`config.mk`:
```
export PLATFORM = sky130hd
export DESIGN_NAME = button_logic_debounced
export DESIGN_NICKNAME = d
export VERILOG_FILES = /design/src/rtl/button_logic_pkg.sv /design/src/rtl/debounce_ch.sv /design/src/rtl/button_logic_debounced.sv
export SDC_FILE = /design/constraint.sdc
export NUM_CORES = 1
export LEC_CHECK = 0
export ABC_CLOCK_PERIOD_IN_PS = 3720
export BUFFER_PORTS_ARGS = -buffer_cell sky130_fd_sc_hd__buf_2
export CORE_MARGIN = 2
export CORE_UTILIZATION = 57
export CTS_BUF_LIST = sky130_fd_sc_hd__clkbuf_4
export DETAILED_ROUTE_END_ITERATION = 8
export GPL_TIMING_DRIVEN = 0
export PLACE_DENSITY = 0.72
export SYNTH_ARGS = -nofsm -noshare
export SYNTH_HDL_FRONTEND = slang
export SYNTH_SLANG_ARGS = --single-unit
export TNS_END_PERCENT = 10
```
`constraint.sdc`:
```
create_clock -name clk -period 3.72 [get_ports clk]
set_input_delay 0.744 -clock clk [delete_from_list [all_inputs] [get_ports clk]]
set_output_delay 0.744 -clock clk [all_outputs]
set_load 0.005 [all_outputs]
```
`src/rtl/button_logic_pkg.sv`:
```
// Shared constants for the push-button logic block: reduction mode encodings.
// Combinational definitions only; no latency and no backpressure.
package button_logic_pkg;

  localparam logic [1:0] MODE_AND = 2'b00;
  localparam logic [1:0] MODE_OR  = 2'b01;
  localparam logic [1:0] MODE_XOR = 2'b10;
  localparam logic [1:0] MODE_MAJ = 2'b11;

endpackage

```
`src/rtl/debounce_ch.sv`:
```
// One button channel: 2-flop synchroniser, stability counter and debounced level flop.
// Latency raw -> level is 2 + DEBOUNCE_CYCLES cycles; no backpressure.
module debounce_ch #(
  parameter int DEBOUNCE_CYCLES = 250000,
  parameter int CNT_W           = $clog2(DEBOUNCE_CYCLES + 1)
) (
  input  logic clk,
  input  logic rst,
  input  logic raw,
  output logic level
);

  logic             sync_q1;
  logic             sync_q2;
  logic             db;
  logic [CNT_W-1:0] cnt;

  always_ff @(posedge clk or posedge rst) begin
    if (rst) begin
      sync_q1 <= 1'b0;
      sync_q2 <= 1'b0;
    end else begin
      sync_q1 <= raw;
      sync_q2 <= sync_q1;
    end
  end

  // The counter only runs while the synchronised input disagrees with the accepted
  // level, so any agreement (end of a glitch) restarts the stability window.
  always_ff @(posedge clk or posedge rst) begin
    if (rst) begin
      db  <= 1'b0;
      cnt <= '0;
    end else if (sync_q2 == db) begin
      cnt <= '0;
    end else if (cnt == CNT_W'(DEBOUNCE_CYCLES - 1)) begin
      db  <= sync_q2;
      cnt <= '0;
    end else begin
      cnt <= cnt + CNT_W'(1);
    end
  end

  assign level = db;

endmodule

```
`src/rtl/button_logic_debounced.sv`:
```
// Debounced push buttons with a mode-selected reduction, LED mirrors and a change strobe.
// Latency btn_in -> led 2+DEBOUNCE_CYCLES, led -> result/result_chg +1; no backpressure.
module button_logic_debounced
  import button_logic_pkg::*;
#(
  parameter int N_IN            = 2,
  parameter int DEBOUNCE_CYCLES = 250000
) (
  input  logic            clk,
  input  logic            rst,
  input  logic [N_IN-1:0] btn_in,
  input  logic [1:0]      mode,
  output logic            enable,
  output logic [N_IN-1:0] led,
  output logic            result,
  output logic            result_chg
);

  localparam int CNT_W = $clog2(DEBOUNCE_CYCLES + 1);
  localparam int PC_W  = $clog2(N_IN + 1);

  logic [N_IN-1:0] db;
  logic [PC_W-1:0] pc;
  logic            result_nxt;

  for (genvar i = 0; i < N_IN; i++) begin : g_ch
    debounce_ch #(
      .DEBOUNCE_CYCLES(DEBOUNCE_CYCLES),
      .CNT_W          (CNT_W)
    ) u_ch (
      .clk  (clk),
      .rst  (rst),
      .raw  (btn_in[i]),
      .level(db[i])
    );
  end

  assign led = db;

  always_comb begin
    pc = '0;
    for (int i = 0; i < N_IN; i++) begin
      pc = pc + PC_W'(db[i]);
    end
    case (mode)
      MODE_AND: result_nxt = &db;
      MODE_OR:  result_nxt = |db;
      MODE_XOR: result_nxt = ^db;
      default:  result_nxt = (pc > PC_W'(N_IN / 2));
    endcase
  end

  // Mode and level changes land in the same comparison, so one edge yields at most one pulse.
  always_ff @(posedge clk or posedge rst) begin
    if (rst) begin
      enable     <= 1'b0;
      result     <= 1'b0;
      result_chg <= 1'b0;
    end else begin
      enable     <= 1'b1;
      result     <= result_nxt;
      result_chg <= (result_nxt != result);
    end
  end

endmodule

```
# Yosys cells after proc, flatten, opt, wreduce, memory -nomap -nowiden

Index checks and enable logic that the tools add are counted.

Bits in registers: 45
Bits of input ports: 6
Word-level logic and storage cells: 35

Add/sub/neg operators: 3
$lt $le $gt $ge: 1
Equality and inequality tests: 7
Muxes and demuxes: 5
Bitwise logic cells: 2
Reductions and logical operators: 6

Operators with widths:

| kind                  | number |
|---|---|
| $mux 18               | 4 |
| $add 18x1->18 const B | 2 |
| $eq 18x18->1 const B  | 2 |
| $reduce_and 2->1      | 3 |
| $pmux 1 s3            | 1 |
| $add 1x1->2           | 1 |
| $eq 1x1->1            | 2 |
| $eq 2x1->1 const B    | 1 |
| $eq 2x2->1 const B    | 1 |
| $gt 2x1->1 const B    | 1 |
| $logic_not 2->1       | 1 |
| $not 1->1             | 2 |
| $reduce_or 2->1       | 1 |
| $reduce_xor 2->1      | 1 |
| $ne 1x1->1            | 1 |

# Logic depth before layout (Yosys ltp)

Gate-level depths: netlist of run 1.

Depth after elaboration: 4
Mapped depth: 6

# Cells and area by module

A second synthesis of run 1 with hierarchy kept.

Cells, all modules: 210
Area, all modules: 2,213.4 um^2

Modules (own cells, without submodules):

| module                 | times used | cells an instance | area an instance (um^2) |
|---|---|---|---|
| debounce_ch            | 2          | 95                | 1,012.2 |
| button_logic_debounced | 1          | 20                | 188.9 |

# Worst setup path after synthesis of run 1

No wires, ideal clock.

Path type: reg-to-reg
Start point: register g_ch[0].u_ch.cnt[4]
End point: register g_ch[0].u_ch.cnt[10]
Setup time: 0.119 ns
Data arrival time: 1.618 ns
Required time: 3.601 ns
Path slack: 1.983 ns
Stages on the path, launching flop included: 6
Clock period less this slack: 1.737 ns
Path through: dfrtp_1 > and4bb_2 > nand2_1 > o41ai_4 > buf_4 > nor2_1

Longest elaborated chain between the ends: 3
Elaborated cells between the ends (all ways): 4
Those cells by class: add/sub: 1; eq/ne: 1; mux: 2

Ends and longest elaborated chain:

| element                                              | RTL line                             | RTL |
|---|---|---|
| from (decl)                                          | debounce_ch.sv:16                    | `logic [CNT_W-1:0] cnt;` |
| from (signal assigned)                               | debounce_ch.sv:40                    | `cnt <= cnt + CNT_W'(1);` |
| $add 18x1->18 / $eq 18x18->1 (equally long branches) | debounce_ch.sv:40, debounce_ch.sv:36 |  |
| $mux 18 *                                            | debounce_ch.sv:36                    | `end else if (cnt == CNT_W'(DEBOUNCE_CYCLES - 1)) begin` |
| $mux 18 *                                            | debounce_ch.sv:34                    | `end else if (sync_q2 == db) begin` |

Every way passes the cells marked *; elsewhere a longest branch is shown, timed or not.
A chain may end at the register's enable or synchronous reset.

# Worst setup path after layout of run 1

Start point: register g_ch[0].u_ch.cnt[0]
End point: register g_ch[0].u_ch.cnt[14]

Same word-level chain as after synthesis.

==> flow_metrics.env, run 1 <==
export IMPL_status="finished, final reports clean"
export IMPL_critPathLaunchType="flip-flop"
export IMPL_post_place_ws_ns=1.60
export IMPL_final_period_minus_worst_setup_slack_ns=2.11
export IMPL_drt_iter0_markers=169
export IMPL_max_stage_delay_ns=0.66
export IMPL_grt_remaining_overflow=0
export IMPL_first_global_vias=1619
export IMPL_grtUsageMet3_pct=4.97
export IMPL_syn_instance_count=211
export IMPL_cts_reportedPaths_clkPinSlew_ns=0.14
export IMPL_achievable_frequency_ghz=0.474
export IMPL_holdPathStages=0
export IMPL_signed_area_change_from_the_synthesized_netlist_to_the_final_layout_pct=8.81
export IMPL_fill_cells=306
export IMPL_cts_root_buffer="clkbuf_4"
export IMPL_chipWidth_um=65.3
export IMPL_grt_first_pass_wirelength_um=7130
export IMPL_critPathRequiredTime_ns=3.98
export IMPL_ctsLongestPathBuffers=2
export IMPL_finish_cell_count_without_fillers=277
export IMPL_route_detailed_wl_per_inst_um=14.3
export IMPL_fin_hold_ws_ns=0.373
export IMPL_final_hold_violation_count=0
export IMPL_final_cell_mix="dfrtp_1 (45), nor2_1 (44), xnor2_1 (25)"
export IMPL_synth_yosys_seq_area_share_pct=52.5
export IMPL_drt_pass1_iter_count=4
export IMPL_final_common_cell="dfrtp_1"
export IMPL_tritoncts="built"
export IMPL_cts_hold_fix_buffers=0
export IMPL_post_route_period_util_pct=56.7
export IMPL_crit_path_end_kind="flip-flop"
export IMPL_power_per_cell_area_nw_per_um2=360
export IMPL_cp_buf_inv_count=1
export IMPL_place_detailed_hpwl_um=2810
export IMPL_worstSkewPairLatency_ns=0.36
export IMPL_routability_driven_placement_congestion_ratio=0.792
export IMPL_final_setup_worst_slack_ns=1.61
export IMPL_ys_types=28
export IMPL_slew_violations=0
export IMPL_drc=0
export IMPL_cp_cell_sequence="ha_1, nand3_1, o41ai_4, buf_4, nor2_1"
export IMPL_synth_avg_cell_area_um2=10.2
export IMPL_postRouteAntennaNets=0
export IMPL_reg2reg_depth=5
export IMPL_ctsHtreeMaxLevel=2
export IMPL_worst_endpoint_arrival_ns=2.37
export IMPL_die_h_um=65.3
export IMPL_grt_use_total_pct=21.9
export IMPL_critical_path_slowest_cell="o41ai_4"
export IMPL_vdd_ir_drop_max_mv=0.295
export IMPL_total_routed_wirelength_um=3950
export IMPL_initial_core_util_pct=59.0
export IMPL_placedCellCount=269
export IMPL_worst_hold_path_endpoint="g_ch[1].u_ch.sync_q2$_DFF_PP0_"
export IMPL_finalClockSkew_ns=0.0151
export IMPL_critical_path_max_fanout=10
export IMPL_power_leakage_nw=0.976
export IMPL_setup_crit_path_kind="reg -> reg"
export IMPL_synth_net_count=221
export IMPL_vias=1551
export IMPL_max_cap_violations=0
export IMPL_met2_usage_pct=38.0
export IMPL_maximum_number_of_pins_on_one_net_before_global_route_repair=46
export IMPL_worstReg2RegEnd="g_ch[0].u_ch.cnt[14]$_DFF_PP0_"
export IMPL_timing_critical_path_max_delay_family="compound AO/OA/AOI/OAI gates"
export IMPL_grt_busiest_layer="met2"
export IMPL_post_cts_sizing_count=0
export IMPL_synthesis_area_um2=2140
export IMPL_core_um2=3630
export IMPL_portBuffers=10
export IMPL_hp_start="g_ch[1].u_ch.sync_q1$_DFF_PP0_"
export IMPL_worst_slew_margin_rel_pct=38.9
export IMPL_timing_rr_start="g_ch[0].u_ch.cnt[0]$_DFF_PP0_"
export IMPL_fraction_of_final_layout_cells_sized_beyond_drive_strength_1_pct=11.8
export IMPL_postSynthRegisterBits=45
export IMPL_rsz0062_at_grt="false"
export IMPL_count_of_yosys_warnings_during_synthesis=0
export IMPL_antenna_found_initial=0
export IMPL_numCtsBuffers=5
export IMPL_std_cell_rows=22
export IMPL_finalNetCount=238
export IMPL_floorplan_io_pins=11
export IMPL_final_util_pct=64.2
export IMPL_post_cts_buffers=0
export IMPL_antenna_diode_count=0
export IMPL_worst_r2r_setup_slack_ns=1.61
export IMPL_final_setup_tns_ns=0
export IMPL_setup_viol=0
export IMPL_detail_route_vias_per_cell=5.60
export IMPL_cp_depth=5
export IMPL_clock_sink_total=45
export IMPL_fp_dieArea_um2=4270
export IMPL_min_path_type="reg -> reg"
export IMPL_global_routing_met1_resource_utilization_pct=26.7
export IMPL_timing_worst_slew_pin_value_ns=0.915
per-layer routing:
layer	share of wire (%)	wire length [um]
met3	3.2	126
met5	0	0
met1	42	1670
met4	0.91	36
met2	54	2120
worst max path at each step:
stage / start / to / slack, ns
2_1_floorplan: rst / enable$_DFF_PP0_ / 1.92
6_report: g_ch[0].u_ch.cnt[0]$_DFF_PP0_ / g_ch[0].u_ch.cnt[14]$_DFF_PP0_ / 1.61
3_3_place_gp: rst / g_ch[0].u_ch.cnt[0]$_DFF_PP0_ / 1.46
5_1_grt: g_ch[1].u_ch.cnt[0]$_DFF_PP0_ / g_ch[1].u_ch.cnt[16]$_DFF_PP0_ / 1.42
4_1_cts: g_ch[0].u_ch.cnt[0]$_DFF_PP0_ / g_ch[0].u_ch.cnt[10]$_DFF_PP0_ / 1.59
3_5_place_dp: g_ch[0].u_ch.cnt[0]$_DFF_PP0_ / g_ch[0].u_ch.cnt[10]$_DFF_PP0_ / 1.60
synth_stat cells:
cell type   n  share of area [%]
or3_1       2               0.58
nor4bb_1    1               0.47
a211oi_1    1               0.35
dfrtp_1    45                 53
xor2_1      8                3.3
buf_4       3                1.1
nand4_1    10                2.9
nor4_1     11                3.2
a21oi_1     4               0.93
nand3_1    11                2.6
o21ai_0     2               0.47
and4bb_2    1               0.58
nand2_1     9                1.6
nor2_1     44                7.7
ha_1        4                2.3
o41ai_4     1                1.3
buf_2       1               0.23
and4_1      1               0.41
conb_1      1               0.17
inv_1      10                1.8
xnor2_1    25                 10
or4_1       2               0.70
o21ai_1     1               0.23
nand4_4     1               0.99
nor3_1      8                1.9
mux2_2      2                1.1
and3_1      1               0.29
nor2b_1     1               0.29
area by class of cell:
type	count	area, um^2	area share [%]
plain buffers	4	27.5	1.18
clock buffers	5	37.5	1.61
clock inverters	3	41.3	1.77
inverters	10	37.5	1.61
multi-input cells	152	953	40.9
flip-flops and latches	45	1130	48.3
well taps	48	60.1	2.57
repair buffers	10	50.0	2.14
metrics by stage:
step	power [W]	cell area, um^2
3_3_place_gp	0.000549	2250
4_1_cts	0.000844	2330
3_5_place_dp	0.000553	2250
2_1_floorplan	0.000538	2140
5_1_grt	0.000880	2330
6_report	0.000840	2330
power breakdown:
group | switching, W | internal [W] | leakage (nW)
sequential | 0.00000765 | 0.000499 | 0.609
clock | 0.000158 | 0.000139 | 0.0389
combinational | 0.0000239 | 0.0000118 | 0.328
sequential cells by signal, summed over array words and instances, names as in the netlist:
name	flops
g_ch.u_ch.level	2
g_ch.u_ch.sync_q1	2
result	1
g_ch.u_ch.cnt	36
enable	1
result_chg	1
g_ch.u_ch.sync_q2	2
cell families after synthesis:
family | after synthesis | synth area share (%)
muxes | 2 | 1.05
other | 1 | 0.175
DFF | 45 | 52.5
adders and majority gates | 4 | 2.33
buffers and inverters | 14 | 3.03
xor gates and xnor gates | 33 | 13.5
and+or+nand+nor | 103 | 24.2
AOI/OAI and AO/OA | 9 | 3.27
Note: power is estimated with default switching activity, not from simulation.
==> inputs of run 2 (changes only) <==
--- a/config.mk
+++ b/config.mk
@@ -5,7 +5,7 @@
 export SDC_FILE = /design/constraint.sdc
 export NUM_CORES = 1
 export LEC_CHECK = 0
-export ABC_CLOCK_PERIOD_IN_PS = 3720
+export ABC_CLOCK_PERIOD_IN_PS = 2000
 export BUFFER_PORTS_ARGS = -buffer_cell sky130_fd_sc_hd__buf_2
 export CORE_MARGIN = 2
 export CORE_UTILIZATION = 57
==> constraint.sdc (replaced) <==
create_clock -name clk -period 2 [get_ports clk]
set_input_delay 0.4 -clock clk [delete_from_list [all_inputs] [get_ports clk]]
set_output_delay 0.4 -clock clk [all_outputs]
set_load 0.005 [all_outputs]
==> flow_metrics.env, run 2 (synthesized netlist as in run 1, its figures left out) <==
export IMPL_finalClockSkew_ns=0.0139
export IMPL_routability_driven_placement_congestion_ratio=0.792
export IMPL_portBuffers=10
export IMPL_rsz0062_at_grt="false"
export IMPL_cts_reportedPaths_clkPinSlew_ns=0.14
export IMPL_grt_use_total_pct=22.1
export IMPL_min_path_type="in -> reg"
export IMPL_grt_first_pass_wirelength_um=7220
export IMPL_final_hold_violation_count=0
export IMPL_detail_route_vias_per_cell=5.64
export IMPL_tritoncts="built"
export IMPL_worst_slew_margin_rel_pct=38.8
export IMPL_cell_internal_pwr_w=0.00121
export IMPL_first_global_vias=1621
export IMPL_antenna_diode_count=0
export IMPL_setup_viol=0
export IMPL_hp_start="btn_in[0]"
export IMPL_cts_root_buffer="clkbuf_4"
export IMPL_signed_area_change_from_the_synthesized_netlist_to_the_final_layout_pct=9.69
export IMPL_worst_r2r_setup_slack_ns=0.14
export IMPL_timing_rr_start="g_ch[0].u_ch.cnt[0]$_DFF_PP0_"
export IMPL_status="finished, final reports clean"
export IMPL_critPathLaunchType="flip-flop"
export IMPL_place_detailed_hpwl_um=2810
export IMPL_largest_register_ff_count=36
export IMPL_power_share_of_the_clock_group_pct=35.3
export IMPL_critical_path_slowest_cell="dfrtp_1"
export IMPL_route_detailed_wl_per_inst_um=14.3
export IMPL_power_leakage_nw=0.983
export IMPL_achievable_frequency_ghz=0.539
export IMPL_fill_cells=305
export IMPL_core_um2=3630
export IMPL_floorplan_io_pins=11
export IMPL_maximum_number_of_pins_on_one_net_before_global_route_repair=46
export IMPL_cp_buf_inv_count=0
export IMPL_timing_worst_slew_pin_value_ns=0.916
export IMPL_grt_remaining_overflow=0
export IMPL_numCtsBuffers=5
export IMPL_clock_sink_total=45
export IMPL_timing_critical_path_max_delay_family="simple AND/OR/NAND/NOR gates"
export IMPL_setup_crit_path_kind="reg -> reg"
export IMPL_combPwrFrac_pct=4.5
export IMPL_worst_hold_path_endpoint="g_ch[0].u_ch.sync_q1$_DFF_PP0_"
export IMPL_final_cell_mix="dfrtp_1 (45), nor2_1 (44), xnor2_1 (25)"
export IMPL_ctsLongestPathBuffers=2
export IMPL_worst_endpoint_arrival_ns=2.12
export IMPL_drt_pass1_iter_count=4
export IMPL_final_common_cell="dfrtp_1"
export IMPL_final_setup_tns_ns=0
export IMPL_fp_dieArea_um2=4270
export IMPL_drc=0
export IMPL_ctsHtreeMaxLevel=2
export IMPL_finalNetCount=239
export IMPL_slew_violations=0
export IMPL_power_net_switching_w=0.000353
export IMPL_power_per_cell_area_nw_per_um2=665
export IMPL_die_h_um=65.3
export IMPL_worstSkewPairLatency_ns=0.36
export IMPL_std_cell_rows=22
export IMPL_vias=1567
export IMPL_drt_iter0_markers=174
export IMPL_regMostFlops="g_ch.u_ch.cnt"
export IMPL_power_switching_fraction_pct=22.6
export IMPL_holdPathStages=1
export IMPL_vdd_ir_drop_max_mv=0.549
export IMPL_critPathRequiredTime_ns=2.26
export IMPL_worstReg2RegEnd="g_ch[0].u_ch.level$_DFFE_PP0P_"
export IMPL_fin_hold_ws_ns=0.134
export IMPL_total_routed_wirelength_um=3970
export IMPL_final_util_pct=64.7
export IMPL_crit_path_end_kind="flip-flop"
export IMPL_cts_hold_fix_buffers=0
export IMPL_cp_cell_sequence="ha_1, nand3_1, nor4_1, mux2_2"
export IMPL_fraction_of_final_layout_cells_sized_beyond_drive_strength_1_pct=12.6
export IMPL_max_cap_violations=0
export IMPL_critical_path_max_fanout=9
export IMPL_post_route_period_util_pct=92.8
export IMPL_initial_core_util_pct=59.0
export IMPL_final_period_minus_worst_setup_slack_ns=1.86
export IMPL_power_sequential_fraction_pct=60.2
export IMPL_reg2reg_depth=4
export IMPL_chipWidth_um=65.3
export IMPL_antenna_found_initial=0
export IMPL_postRouteAntennaNets=0
export IMPL_max_stage_delay_ns=0.43
## run 2: changes by cell type in the layout (fill, tap and decap cells not counted), sizes merged
cell,delta
buf,+1
## run 2: how the worst max path moves through the flow
| stage | start | to | cells past startpoint |
|---|---|---|---|
| 2_1_floorplan | g_ch[0].u_ch.cnt[4]$_DFF_PP0_ | g_ch[0].u_ch.cnt[11]$_DFF_PP0_ | 5 |
| 3_3_place_gp | g_ch[1].u_ch.cnt[0]$_DFF_PP0_ | g_ch[1].u_ch.cnt[16]$_DFF_PP0_ | 5 |
| 3_5_place_dp | g_ch[0].u_ch.cnt[0]$_DFF_PP0_ | g_ch[0].u_ch.cnt[10]$_DFF_PP0_ | 5 |
| 4_1_cts | g_ch[1].u_ch.cnt[0]$_DFF_PP0_ | g_ch[1].u_ch.cnt[14]$_DFF_PP0_ | 5 |
| 5_1_grt | g_ch[0].u_ch.cnt[0]$_DFF_PP0_ | g_ch[0].u_ch.level$_DFFE_PP0P_ | 4 |
| 6_report | g_ch[0].u_ch.cnt[0]$_DFF_PP0_ | g_ch[0].u_ch.level$_DFFE_PP0P_ | 4 |
## run 2: power by group through the flow
| stage | Sequential [W] | Combinational [W] | Clock, W |
|---|---|---|---|
| 2_1_floorplan | 0.000957 | 0.0000447 | 0 |
| 3_3_place_gp | 0.000957 | 0.0000638 | 0 |
| 3_5_place_dp | 0.000959 | 0.0000685 | 0 |
| 4_1_cts | 0.000942 | 0.0000710 | 0.000560 |
| 5_1_grt | 0.000945 | 0.0000822 | 0.000613 |
| 6_report | 0.000942 | 0.0000697 | 0.000553 |
## run 2: final cells by class
cell class	count	area, um^2	share of cell area [%]
buffer	4	27.5	1.17
inverter	10	37.5	1.60
clock inverter	3	41.3	1.76
clock buffer	5	37.5	1.60
tap	48	60.1	2.55
multi-input combinational	152	965	41.0
timing repair buffer	11	57.6	2.45
sequential	45	1130	47.9
## run 2: stage by stage
stage	cell area [um^2]	total power, W	setup WS (ns)	instances
after global routing	2350	0.00164	0.00242	278
after global placement	2250	0.00102	-0.00516	269
after floorplan	2140	0.00100	0.263	211
final	2350	0.00156	0.145	278
after detailed placement	2250	0.00103	-0.116	269
after CTS	2340	0.00157	0.0940	278
## run 2: worst reg2reg max path: cells and delay by family (launching register included)
kind / cells / cell delay (ns)
AND/OR/NAND/NOR: 2 / 0.73
flip-flops: 1 / 0.43
multiplexers: 1 / 0.37
adder cells (fa/ha/maj): 1 / 0.22
## run 2: repair_timing
action,CTS,global route
pin swaps,1,0
gates resized for setup,1,1
endpoints found under the setup margin,20,10
setup buffers,1,0
endpoints found under the hold margin,0,0
## run 2: layer usage
metal | share of wire, % | global-route usage, % | vias up
met5 | 0 | 0 | -
met4 | 0.91 | 7.55 | 0
met3 | 2.4 | 4.97 | 5
met2 | 54 | 38.6 | 20
met1 | 43 | 27.0 | 782
li1 | - | - | 760
